<file path="src/rtl/extram_fifo_bridge_pkg.sv">
// Shared register map, bit positions and helpers for the EXTRAM FIFO bridge.
// The register window decodes only bus_a[3:2]; upper address bits alias.
package extram_fifo_bridge_pkg;

  localparam logic [1:0] REG_DATA   = 2'd0;
  localparam logic [1:0] REG_STATUS = 2'd1;
  localparam logic [1:0] REG_CTRL   = 2'd2;

  localparam int unsigned ST_RX_EMPTY     = 0;
  localparam int unsigned ST_RX_FULL      = 1;
  localparam int unsigned ST_TX_EMPTY     = 2;
  localparam int unsigned ST_TX_FULL      = 3;
  localparam int unsigned ST_RX_UNDERFLOW = 4;
  localparam int unsigned ST_TX_OVERFLOW  = 5;

  localparam int unsigned ST_RX_COUNT_LSB = 8;
  localparam int unsigned ST_TX_COUNT_LSB = 16;
  localparam int unsigned COUNT_WIDTH     = 8;

  localparam int unsigned CTRL_RX_IRQ_EN = 0;
  localparam int unsigned CTRL_TX_IRQ_EN = 1;
  localparam int unsigned CTRL_RX_FLUSH  = 2;
  localparam int unsigned CTRL_TX_FLUSH  = 3;

  // Zero every byte lane whose strobe is low.
  function automatic logic [31:0] strobe_mask(input logic [31:0] data, input logic [3:0] strb);
    logic [31:0] res;
    for (int i = 0; i < 4; i++) begin
      res[8*i +: 8] = strb[i] ? data[8*i +: 8] : 8'h00;
    end
    return res;
  endfunction

endpackage

</file>
<file path="src/rtl/extram_fifo_bridge_sync_fifo.sv">
// First-word-fall-through circular FIFO with wrap-bit pointers.
// Push is ignored when full, pop when empty; flush overrides both.
module sync_fifo #(
  parameter int unsigned DEPTH_LOG2 = 4,
  parameter int unsigned WIDTH      = 32
) (
  input  logic                  clk,
  input  logic                  nrst,
  input  logic                  push,
  input  logic                  pop,
  input  logic                  flush,
  input  logic [WIDTH-1:0]      din,
  output logic [WIDTH-1:0]      dout,
  output logic                  empty,
  output logic                  full,
  output logic [DEPTH_LOG2:0]   count
);

  localparam int unsigned Depth = 2 ** DEPTH_LOG2;
  localparam logic [DEPTH_LOG2:0] PtrOne    = 1;
  localparam logic [DEPTH_LOG2:0] FullCount = {1'b1, {DEPTH_LOG2{1'b0}}};

  logic [WIDTH-1:0]    mem_q [Depth];
  logic [DEPTH_LOG2:0] wr_ptr_q, wr_ptr_d;
  logic [DEPTH_LOG2:0] rd_ptr_q, rd_ptr_d;
  logic                do_push, do_pop;

  assign count   = wr_ptr_q - rd_ptr_q;
  assign full    = (count == FullCount);
  assign empty   = (count == '0);
  assign do_push = push & ~full;
  assign do_pop  = pop & ~empty;
  assign dout    = mem_q[rd_ptr_q[DEPTH_LOG2-1:0]];

  always_comb begin
    wr_ptr_d = wr_ptr_q;
    rd_ptr_d = rd_ptr_q;
    if (flush) begin
      wr_ptr_d = '0;
      rd_ptr_d = '0;
    end else begin
      if (do_push) wr_ptr_d = wr_ptr_q + PtrOne;
      if (do_pop)  rd_ptr_d = rd_ptr_q + PtrOne;
    end
  end

  always_ff @(posedge clk or negedge nrst) begin
    if (!nrst) begin
      wr_ptr_q <= '0;
      rd_ptr_q <= '0;
    end else begin
      wr_ptr_q <= wr_ptr_d;
      rd_ptr_q <= rd_ptr_d;
    end
  end

  // Storage needs no reset: the pointers alone define what is valid.
  always_ff @(posedge clk) begin
    if (do_push) mem_q[wr_ptr_q[DEPTH_LOG2-1:0]] <= din;
  end

endmodule

</file>
<file path="src/rtl/extram_fifo_bridge.sv">
// EXTRAM register-window responder bridging CPU firmware and a host streaming
// agent through a TX and an RX word FIFO, with status/control and a level irq.
module extram_fifo_bridge
  import extram_fifo_bridge_pkg::*;
#(
  parameter int unsigned DEPTH_LOG2 = 4,
  parameter int unsigned WIDTH      = 32
) (
  input  logic        clk,
  input  logic        nrst,
  input  logic [15:0] bus_a,
  input  logic [31:0] bus_wdata,
  output logic [31:0] bus_rdata,
  input  logic        bus_cs,
  input  logic        bus_oe,
  input  logic [3:0]  bus_wstrb,
  output logic [31:0] hst_tx_data,
  output logic        hst_tx_valid,
  input  logic        hst_tx_ready,
  input  logic [31:0] hst_rx_data,
  input  logic        hst_rx_valid,
  output logic        hst_rx_ready,
  output logic        irq
);

  logic [1:0]  reg_idx;
  logic        rd_acc, wr_acc;
  logic [31:0] wr_data;
  logic        unused_bus_a;

  logic        tx_push, tx_pop, tx_flush, tx_empty, tx_full;
  logic        rx_push, rx_pop, rx_flush, rx_empty, rx_full;
  logic [DEPTH_LOG2:0] tx_count, rx_count;
  logic [WIDTH-1:0]    tx_dout, rx_dout;

  logic rx_uf_q, rx_uf_d, tx_of_q, tx_of_d;
  logic rx_irq_en_q, rx_irq_en_d, tx_irq_en_q, tx_irq_en_d;
  logic irq_q, irq_d;

  logic data_rd, data_wr, status_wr, ctrl_wr;
  logic [31:0] status;

  assign reg_idx      = bus_a[3:2];
  assign unused_bus_a = ^{bus_a[15:4], bus_a[1:0]};
  assign rd_acc       = bus_cs & bus_oe;
  assign wr_acc       = bus_cs & (bus_wstrb != 4'b0000);
  assign wr_data      = strobe_mask(bus_wdata, bus_wstrb);

  assign data_rd   = rd_acc & (reg_idx == REG_DATA);
  assign data_wr   = wr_acc & (reg_idx == REG_DATA);
  assign status_wr = wr_acc & (reg_idx == REG_STATUS);
  assign ctrl_wr   = wr_acc & (reg_idx == REG_CTRL) & bus_wstrb[0];

  // FIFOs gate push on full and pop on empty themselves.
  assign tx_push  = data_wr;
  assign tx_pop   = hst_tx_valid & hst_tx_ready;
  assign tx_flush = ctrl_wr & wr_data[CTRL_TX_FLUSH];
  assign rx_push  = hst_rx_valid;
  assign rx_pop   = data_rd;
  assign rx_flush = ctrl_wr & wr_data[CTRL_RX_FLUSH];

  sync_fifo #(
    .DEPTH_LOG2 (DEPTH_LOG2),
    .WIDTH      (WIDTH)
  ) u_tx_fifo (
    .clk   (clk),
    .nrst  (nrst),
    .push  (tx_push),
    .pop   (tx_pop),
    .flush (tx_flush),
    .din   (wr_data),
    .dout  (tx_dout),
    .empty (tx_empty),
    .full  (tx_full),
    .count (tx_count)
  );

  sync_fifo #(
    .DEPTH_LOG2 (DEPTH_LOG2),
    .WIDTH      (WIDTH)
  ) u_rx_fifo (
    .clk   (clk),
    .nrst  (nrst),
    .push  (rx_push),
    .pop   (rx_pop),
    .flush (rx_flush),
    .din   (hst_rx_data),
    .dout  (rx_dout),
    .empty (rx_empty),
    .full  (rx_full),
    .count (rx_count)
  );

  assign hst_tx_data  = tx_dout;
  assign hst_tx_valid = ~tx_empty;
  assign hst_rx_ready = ~rx_full;
  assign irq          = irq_q;

  always_comb begin
    status                                    = '0;
    status[ST_RX_EMPTY]                       = rx_empty;
    status[ST_RX_FULL]                        = rx_full;
    status[ST_TX_EMPTY]                       = tx_empty;
    status[ST_TX_FULL]                        = tx_full;
    status[ST_RX_UNDERFLOW]                   = rx_uf_q;
    status[ST_TX_OVERFLOW]                    = tx_of_q;
    status[ST_RX_COUNT_LSB +: COUNT_WIDTH]    = COUNT_WIDTH'(rx_count);
    status[ST_TX_COUNT_LSB +: COUNT_WIDTH]    = COUNT_WIDTH'(tx_count);
  end

  always_comb begin
    bus_rdata = '0;
    if (rd_acc) begin
      case (reg_idx)
        REG_DATA:   bus_rdata = rx_empty ? '0 : rx_dout;
        REG_STATUS: bus_rdata = status;
        REG_CTRL:   bus_rdata = {30'b0, tx_irq_en_q, rx_irq_en_q};
        default:    bus_rdata = '0;
      endcase
    end
  end

  // Sticky flags: a set in the same cycle as its clear wins.
  always_comb begin
    rx_uf_d     = rx_uf_q;
    tx_of_d     = tx_of_q;
    rx_irq_en_d = rx_irq_en_q;
    tx_irq_en_d = tx_irq_en_q;
    if (status_wr && wr_data[ST_RX_UNDERFLOW]) rx_uf_d = 1'b0;
    if (status_wr && wr_data[ST_TX_OVERFLOW])  tx_of_d = 1'b0;
    if (data_rd && rx_empty) rx_uf_d = 1'b1;
    if (data_wr && tx_full)  tx_of_d = 1'b1;
    if (ctrl_wr) begin
      rx_irq_en_d = wr_data[CTRL_RX_IRQ_EN];
      tx_irq_en_d = wr_data[CTRL_TX_IRQ_EN];
    end
    irq_d = (rx_irq_en_q & ~rx_empty) | (tx_irq_en_q & tx_empty);
  end

  always_ff @(posedge clk or negedge nrst) begin
    if (!nrst) begin
      rx_uf_q     <= 1'b0;
      tx_of_q     <= 1'b0;
      rx_irq_en_q <= 1'b0;
      tx_irq_en_q <= 1'b0;
      irq_q       <= 1'b0;
    end else begin
      rx_uf_q     <= rx_uf_d;
      tx_of_q     <= tx_of_d;
      rx_irq_en_q <= rx_irq_en_d;
      tx_irq_en_q <= tx_irq_en_d;
      irq_q       <= irq_d;
    end
  end

endmodule

</file>
<file path="config.mk">
export PLATFORM = sky130hd
export DESIGN_NAME = extram_fifo_bridge
export DESIGN_NICKNAME = d
export VERILOG_FILES = /design/src/rtl/extram_fifo_bridge_pkg.sv /design/src/rtl/extram_fifo_bridge_sync_fifo.sv /design/src/rtl/extram_fifo_bridge.sv
export SDC_FILE = /design/constraint.sdc
export NUM_CORES = 1
export LEC_CHECK = 0
export ABC_AREA = 1
export CORE_MARGIN = 2
export CORE_UTILIZATION = 45
export CTS_CLUSTER_SIZE = 10
export DETAILED_ROUTE_END_ITERATION = 10
export GPL_ROUTABILITY_DRIVEN = 0
export REMOVE_ABC_BUFFERS = 1
export SETUP_SLACK_MARGIN = 0.3
export SYNTH_ARGS = -nofsm -noshare
export SYNTH_HDL_FRONTEND = slang
export SYNTH_SLANG_ARGS = --single-unit
export TNS_END_PERCENT = 50
</file>
<file path="constraint.sdc">
create_clock -name clk -period 7.9 [get_ports clk]
set_input_delay 1.58 -clock clk [delete_from_list [all_inputs] [get_ports clk]]
set_output_delay 1.58 -clock clk [all_outputs]
set_load 0.02 [all_outputs]
</file>
==> out/results.ini, run 1 <==
[status]
status=complete, no violations

[logic_synthesis]
synth_compound_area_share_pct=8.42
synthCells=3417
synth_top_family_by_area=simple AND/OR/NAND/NOR gates
synth_area_per_cell_um2=12.5
ys_async_sr_fraction_pct=2.38
synth-xor-area-share_pct=0.307
ys.flop_type=edfxtp_1
yosys.area_share.simple_pct=13.8
netlist.top_cell.by_area=edfxtp_1
synth-adder-area-share_pct=0.620
ys_ff_latch=1049
synth_seq_area_share_pct=73.4
yosysWarnings=0
syn_area_um2=42700
synth_top_area_share_pct=71.9
synth_edf_count=1024
netlist-cell-type-count=42
synth_mux_area_share_pct=0
yosys-top-cells-area=edfxtp_1, nand2_1, nor2_1

[route]
dr.pass1.iters=5
post_drt_wl_per_cell_um=22.6
drt_iter0_markers=2880
ant_nets=0
vias=27100
wl_um=110000
viasPerCell=5.58
drc=0

[timing]
worst_slack_ns=1.24
rsz0062_at_grt=no
fin_skew_ns=0.0609
fin_crit_ns=6.66
post-route-period-util_pct=84.4
slew_viol_final=0
hold_viol_final=0
relSlewSlack_pct=17.1
setup_tns_ns=0
setup_viol=0
fmaxAchievable_ghz=0.150
max_slew.worst_pin.slew_ns=1.24

[run]
cap_violations=0

[global_routing]
grt_pass1_vias=25600
grt_max_degree=148
gr-usage-all-layers_pct=22.2
grt_pass1_wl_um=162000
antenna_found_initial=4
grt-ovfl-total=0

[critical_path]
endpoint=bus_rdata[19]
crit_path_end_kind=output port
cp_slowest_stage_delay_ns=1.03
critPathLaunch=u_rx_fifo.rd_ptr_q[1]
crit_required_ns=6.32
worstSetupPathType=reg2out
cp_num_cells=10
crit_chain=inv_4, fa_1, or2_1, nor2_4, nand3_2, nor2_2, nor2_4, nand2_1, a21oi_1, clkdlybuf4s50_1
critPathTopFamily=buffers and inverters
path_max_fanout=67
reg2regPathDepth=10
cp_slowest_cell=dfrtp_4
r2r_start=u_rx_fifo.rd_ptr_q[1]
cpMostUsedCell=nor2_4
crit_buf_inv=2
cp-start-kind=flip-flop
r2r_end=u_rx_fifo.mem_q[5][6]
critPathArrivalTime_ns=5.08
r2r_setup_slack_ns=3.08

[finish]
fin_cells=4852
n_fill_cell=8106
utilization_pct=51.4
seqCellArea_um2=31400
synthToLayoutAreaGrowth_pct=13.7
layout.nets=3633
antenna_cells=0
multi_input_area_um2=10100
drive_above_1_share_pct=7.42

[clocking]
cts_resized=0
clock-root-buffer=clkbuf_16
clkSinkCount=1049
clkSlewWorstSetupHoldPaths_ns=0.06
hold_buffers=0
clock_latency_ns=0.72
cts_max_path_buffers=3
htreeDepth=3
cts_setup_buffers=0
cts_buffers=117
cts_tree=done

[worst_hold_path]
hp-class=reg2reg

[power]
power_density_nw_per_um2=349
power_frac_clock_pct=28.4
power_w=0.0170
p_seq_share_pct=40.2
max-vdd-ir-drop_mv=0.266
internal_power_w=0.0109
swShare_pct=35.7
p_sw_w=0.00606
p_comb_share_pct=31.4
leakagePower_nw=16.8

[placed_design]
place_ws_ns=1.60
hpwl_um=54600
place.port_buffers=142
dp_cells=4669

[floorplan]
io_pins=157
core_area_um2=94600
die_w_um=312
start_util_pct=45.2
dieArea_um2=97500
rows=113
die-height_um=312

-- through the flow --
step	instance area (µm²)	hold WS, ns
6_report	48600	0.472
5_1_grt	48600	0.505
4_1_cts	48600	0.479
3_5_place_dp	45300	0.465
3_3_place_gp	45300	0.460
2_1_floorplan	41500	0.442
-- worst min path at each step --
stage	startpoint	endpoint	cells past startpoint
2_1_floorplan	rx_uf_q	rx_uf_q	2
3_3_place_gp	rx_uf_q	rx_uf_q	2
3_5_place_dp	rx_uf_q	rx_uf_q	2
4_1_cts	rx_uf_q	rx_uf_q	2
5_1_grt	rx_uf_q	rx_uf_q	2
6_report	rx_uf_q	rx_uf_q	2
-- placed cells by master (no fill, tap or decap), types with 10 or more instances in the layout --
| cell type | Yosys | routed |
|---|---|---|
| edfxtp_1 | 1024 | 1024 |
| nand2_1 | 756 | 756 |
| nor2_1 | 363 | 344 |
| o21ai_0 | 268 | 268 |
| nand3_1 | 263 | 263 |
| clkdlybuf4s50_1 | 0 | 142 |
| a21oi_1 | 127 | 127 |
| clkbuf_16 | 0 | 118 |
| o22ai_1 | 81 | 81 |
| inv_1 | 66 | 63 |
| buf_4 | 31 | 59 |
| clkbuf_1 | 88 | 51 |
| o221ai_1 | 50 | 50 |
| a22oi_1 | 30 | 30 |
| nor2_4 | 2 | 21 |
| a22o_1 | 20 | 20 |
| dfrtp_1 | 25 | 19 |
| ha_1 | 18 | 18 |
| o211ai_1 | 15 | 15 |
| nor3_2 | 0 | 15 |
| xor2_1 | 14 | 14 |
| a32o_1 | 10 | 10 |
| nand4_1 | 10 | 10 |
-- routing by layer --
layer | share of wire [%] | vias up | wire [µm] | track usage (%)
met5 | 0.045 | - | 49 | 0
met4 | 2.4 | 8 | 2680 | 6.28
met3 | 8.1 | 196 | 8870 | 4.55
met2 | 47 | 1021 | 51300 | 35.5
met1 | 43 | 13300 | 46800 | 30.9
li1 | - | 12500 | - | -
-- registers in the layout, summed over array words and instances, names as in the netlist --
register	count
tx_of_q	1
tx_irq_en_q	1
rx_irq_en_q	1
u_tx_fifo.rd_ptr_q	5
u_rx_fifo.rd_ptr_q	5
rx_uf_q	1
irq	1
u_tx_fifo.mem_q	512
u_tx_fifo.wr_ptr_q	5
u_rx_fifo.mem_q	512
u_rx_fifo.wr_ptr_q	5
-- layout make-up --
| cell class | count | share of cell area, % |
|---|---|---|
| Sequential cell | 1049 | 64.6 |
| Multi-Input combinational cell | 2077 | 20.8 |
| Clock buffer | 170 | 6.50 |
| Timing Repair Buffer | 203 | 3.92 |
| Tap cell | 1265 | 3.26 |
| Inverter | 75 | 0.615 |
| Clock inverter | 13 | 0.350 |
-- worst reg2reg max path, delay by kind of cell, from the launching register on --
kind                     cells  cell delay (ns)
adder cells (fa/ha/maj)      1             0.78
flip-flops                   1             1.03
AND/OR/NAND/NOR              6             1.38
buffers and inverters        3             1.25
-- kinds of logic (layout without fill, tap and decap cells) --
| family | count (synthesis) | after routing |
|---|---|---|
| AO/OA/AOI/OAI | 609 | 609 |
| XOR/XNOR | 15 | 15 |
| adder cells (fa/ha/maj) | 20 | 20 |
| buffers and inverters | 291 | 461 |
| flip-flops | 1049 | 1049 |
| AND/OR/NAND/NOR | 1433 | 1433 |
-- Yosys cell counts, types with 3 or more instances --
library cell and instances:
edfxtp_1 1024, nand2_1 756, nor2_1 363, o21ai_0 268
nand3_1 263, a21oi_1 127, clkbuf_1 88, o22ai_1 81
buf_2 69, inv_1 66, o221ai_1 50, buf_4 31
a22oi_1 30, dfrtp_1 25, buf_6 23, a22o_1 20
ha_1 18, nor3_1 16, o211ai_1 15, xor2_1 14
a32o_1 10, nand4_1 10, nand3_2 9, inv_2 5
nand2_2 5, o21ai_1 5, buf_1 4, clkinv_1 3
nor2_2 3
-- power groups by stage --
stage	clock network, W	logic (W)	registers, W
after detailed placement	0	0.00534	0.00692
after global routing	0.00512	0.00589	0.00684
after floorplan	0	0.00328	0.00702
final	0.00482	0.00532	0.00681
after CTS	0.00490	0.00536	0.00681
after global placement	0	0.00531	0.00691
(Power assumes the default switching activity.)
==> inputs of run 2 (changes only) <==
clock period = 6.54 ns   (was 7.9 ns; I/O delays follow)
==> run 2 against run 1 <==
  * Register-to-register slack worse by 0.99 ns
  * Utilization up 0.082 points
  * Cell count down 0.23%
  * Count of clock-buffer cells in the layout down 18
  * Sequential share of layout area down 0.10 points
  * Flip-flop and latch count unchanged
  * Sequential power up 20%
  * Critical endpoint is now bus_rdata[3]
  * Largest power group unchanged
==> out/results.ini, run 2 (synthesis gave the netlist of run 1 again) <==
[status]
status=complete, no violations

[global_routing]
grt_pass1_wl_um=163000
grt_max_degree=253
gr-usage-all-layers_pct=22.4
grt-ovfl-total=0
busiest_layer=met2
use_met1_pct=30.5
grt_pass1_vias=25500
use_met3_pct=4.39
antenna_found_initial=4
grt.met2_usage_pct=36.1

[run]
cap_violations=0

[timing]
post-route-period-util_pct=90.5
max_slew.worst_pin.slew_ns=1.17
rsz0062_at_grt=no
relSlewSlack_pct=22.2
setup_tns_ns=0
fin_crit_ns=5.92
fmaxAchievable_ghz=0.169
hold_viol_final=0
slew_viol_final=0
fin_skew_ns=0.0199
setup_viol=0

[floorplan]
start_util_pct=45.2
core_area_um2=94600
dieArea_um2=97500
die_w_um=312
rows=113
die-height_um=312
io_pins=157

[power]
leakagePower_nw=16.8
power_density_nw_per_um2=426
max-vdd-ir-drop_mv=0.368

[critical_path]
path_max_fanout=60
cp-start-kind=flip-flop
worstSetupPathType=reg2out
r2r_start=u_rx_fifo.rd_ptr_q[0]
crit_required_ns=5.23
critPathLaunch=u_tx_fifo.rd_ptr_q[1]
crit_path_end_kind=output port
critPathArrivalTime_ns=4.61

[clocking]
cts_resized=0
clkSlewWorstSetupHoldPaths_ns=0.06
cts_setup_buffers=0
clock_latency_ns=0.70
clkSinkCount=1049
hold_buffers=0
clock-root-buffer=clkbuf_16
cts_buffers=118
cts_tree=done
cts_max_path_buffers=3
htreeDepth=3

[worst_hold_path]
hp-start=rx_uf_q
hp-class=reg2reg

[finish]
layout.nets=3642
mostFrequentLayoutCell=edfxtp_1
synthToLayoutAreaGrowth_pct=13.9
most-common-layout-cells=edfxtp_1, nand2_1, nor2_1, o21ai_0, nand3_1
drive_above_1_share_pct=7.66
utilization_pct=51.5

[route]
drc=0
viasPerCell=5.58
drt_iter0_markers=2679
ant_nets=0
vias=27000
dr.pass1.iters=5
post_drt_wl_per_cell_um=22.8
wl_um=110000

[placed_design]
place.port_buffers=142
hpwl_um=56900

-- run 2: cell types whose count changed in the layout (fill, tap and decap cells not counted), sizes merged --
cell    before  now
clkbuf     170  152
buf         61   69
bufinv       0    1
clkinv      13    8
inv         75   77
diode        0    1
-- run 2: final cells by class --
| cell class | count | area, µm² |
|---|---|---|
| multi-input cells | 2077 | 10100 |
| diodes | 1 | 2.50 |
| clock buffers | 152 | 3150 |
| repair buffers | 211 | 2050 |
| inverters | 75 | 299 |
| fillers | 8087 | 45900 |
| clock inverters | 11 | 101 |
| flip-flops and latches | 1049 | 31400 |
| well taps | 1265 | 1580 |
-- run 2: critical path, cell delays in order, from the launching register on --
cell and delay, ns:
dfrtp_4 0.92, inv_4 0.47, fa_1 0.58, xor2_1 0.21, nor3_4 0.26, nand2_1 0.09
nor2_1 0.14, nand2_1 0.13, a21oi_1 0.39, clkdlybuf4s50_1 0.70
-- run 2: path summary, 6_finish.rpt --
| check | depth (start not counted) | endpoint | slack, ns |
|---|---|---|---|
| min in group asynchronous | 2 | u_rx_fifo.rd_ptr_q[1] | 1.03 |
| max in group asynchronous | 2 | u_tx_fifo.rd_ptr_q[0] | 5.15 |
| min reg2reg | 2 | rx_uf_q | 0.48 |
| max | 9 | bus_rdata[3] | 0.62 |
| max reg2reg | 13 | u_rx_fifo.mem_q[12][31] | 2.09 |
| min | 2 | rx_uf_q | 0.48 |
-- run 2: per-layer routing --
layer  vias to the layer above  part of all wire (%)
li1                      12500                     -
met1                     13400                    42
met2                       890                    47
met3                       211                   7.0
met4                         6                   3.1
met5                         -                 0.034
-- run 2: per-stage QoR --
stage / area, µm² / hold WS [ns] / std cells / power [W] / worst slack [ns]
4_1_cts: 48700 / 0.481 / 4840 / 0.0209 / 0.653
6_report: 48700 / 0.477 / 4841 / 0.0208 / 0.622
3_3_place_gp: 45400 / 0.461 / 4677 / 0.0151 / 1.24
2_1_floorplan: 41500 / 0.442 / 3201 / 0.0124 / -2.58
3_5_place_dp: 45400 / 0.467 / 4677 / 0.0151 / 1.19
5_1_grt: 48700 / 0.505 / 4841 / 0.0218 / 0.462
-- run 2: power breakdown --
part	switching [W]	internal, W	leakage [nW]
sequential	0.000370	0.00782	9.62
clock	0.00246	0.00335	1.59
combinational	0.00461	0.00215	5.62
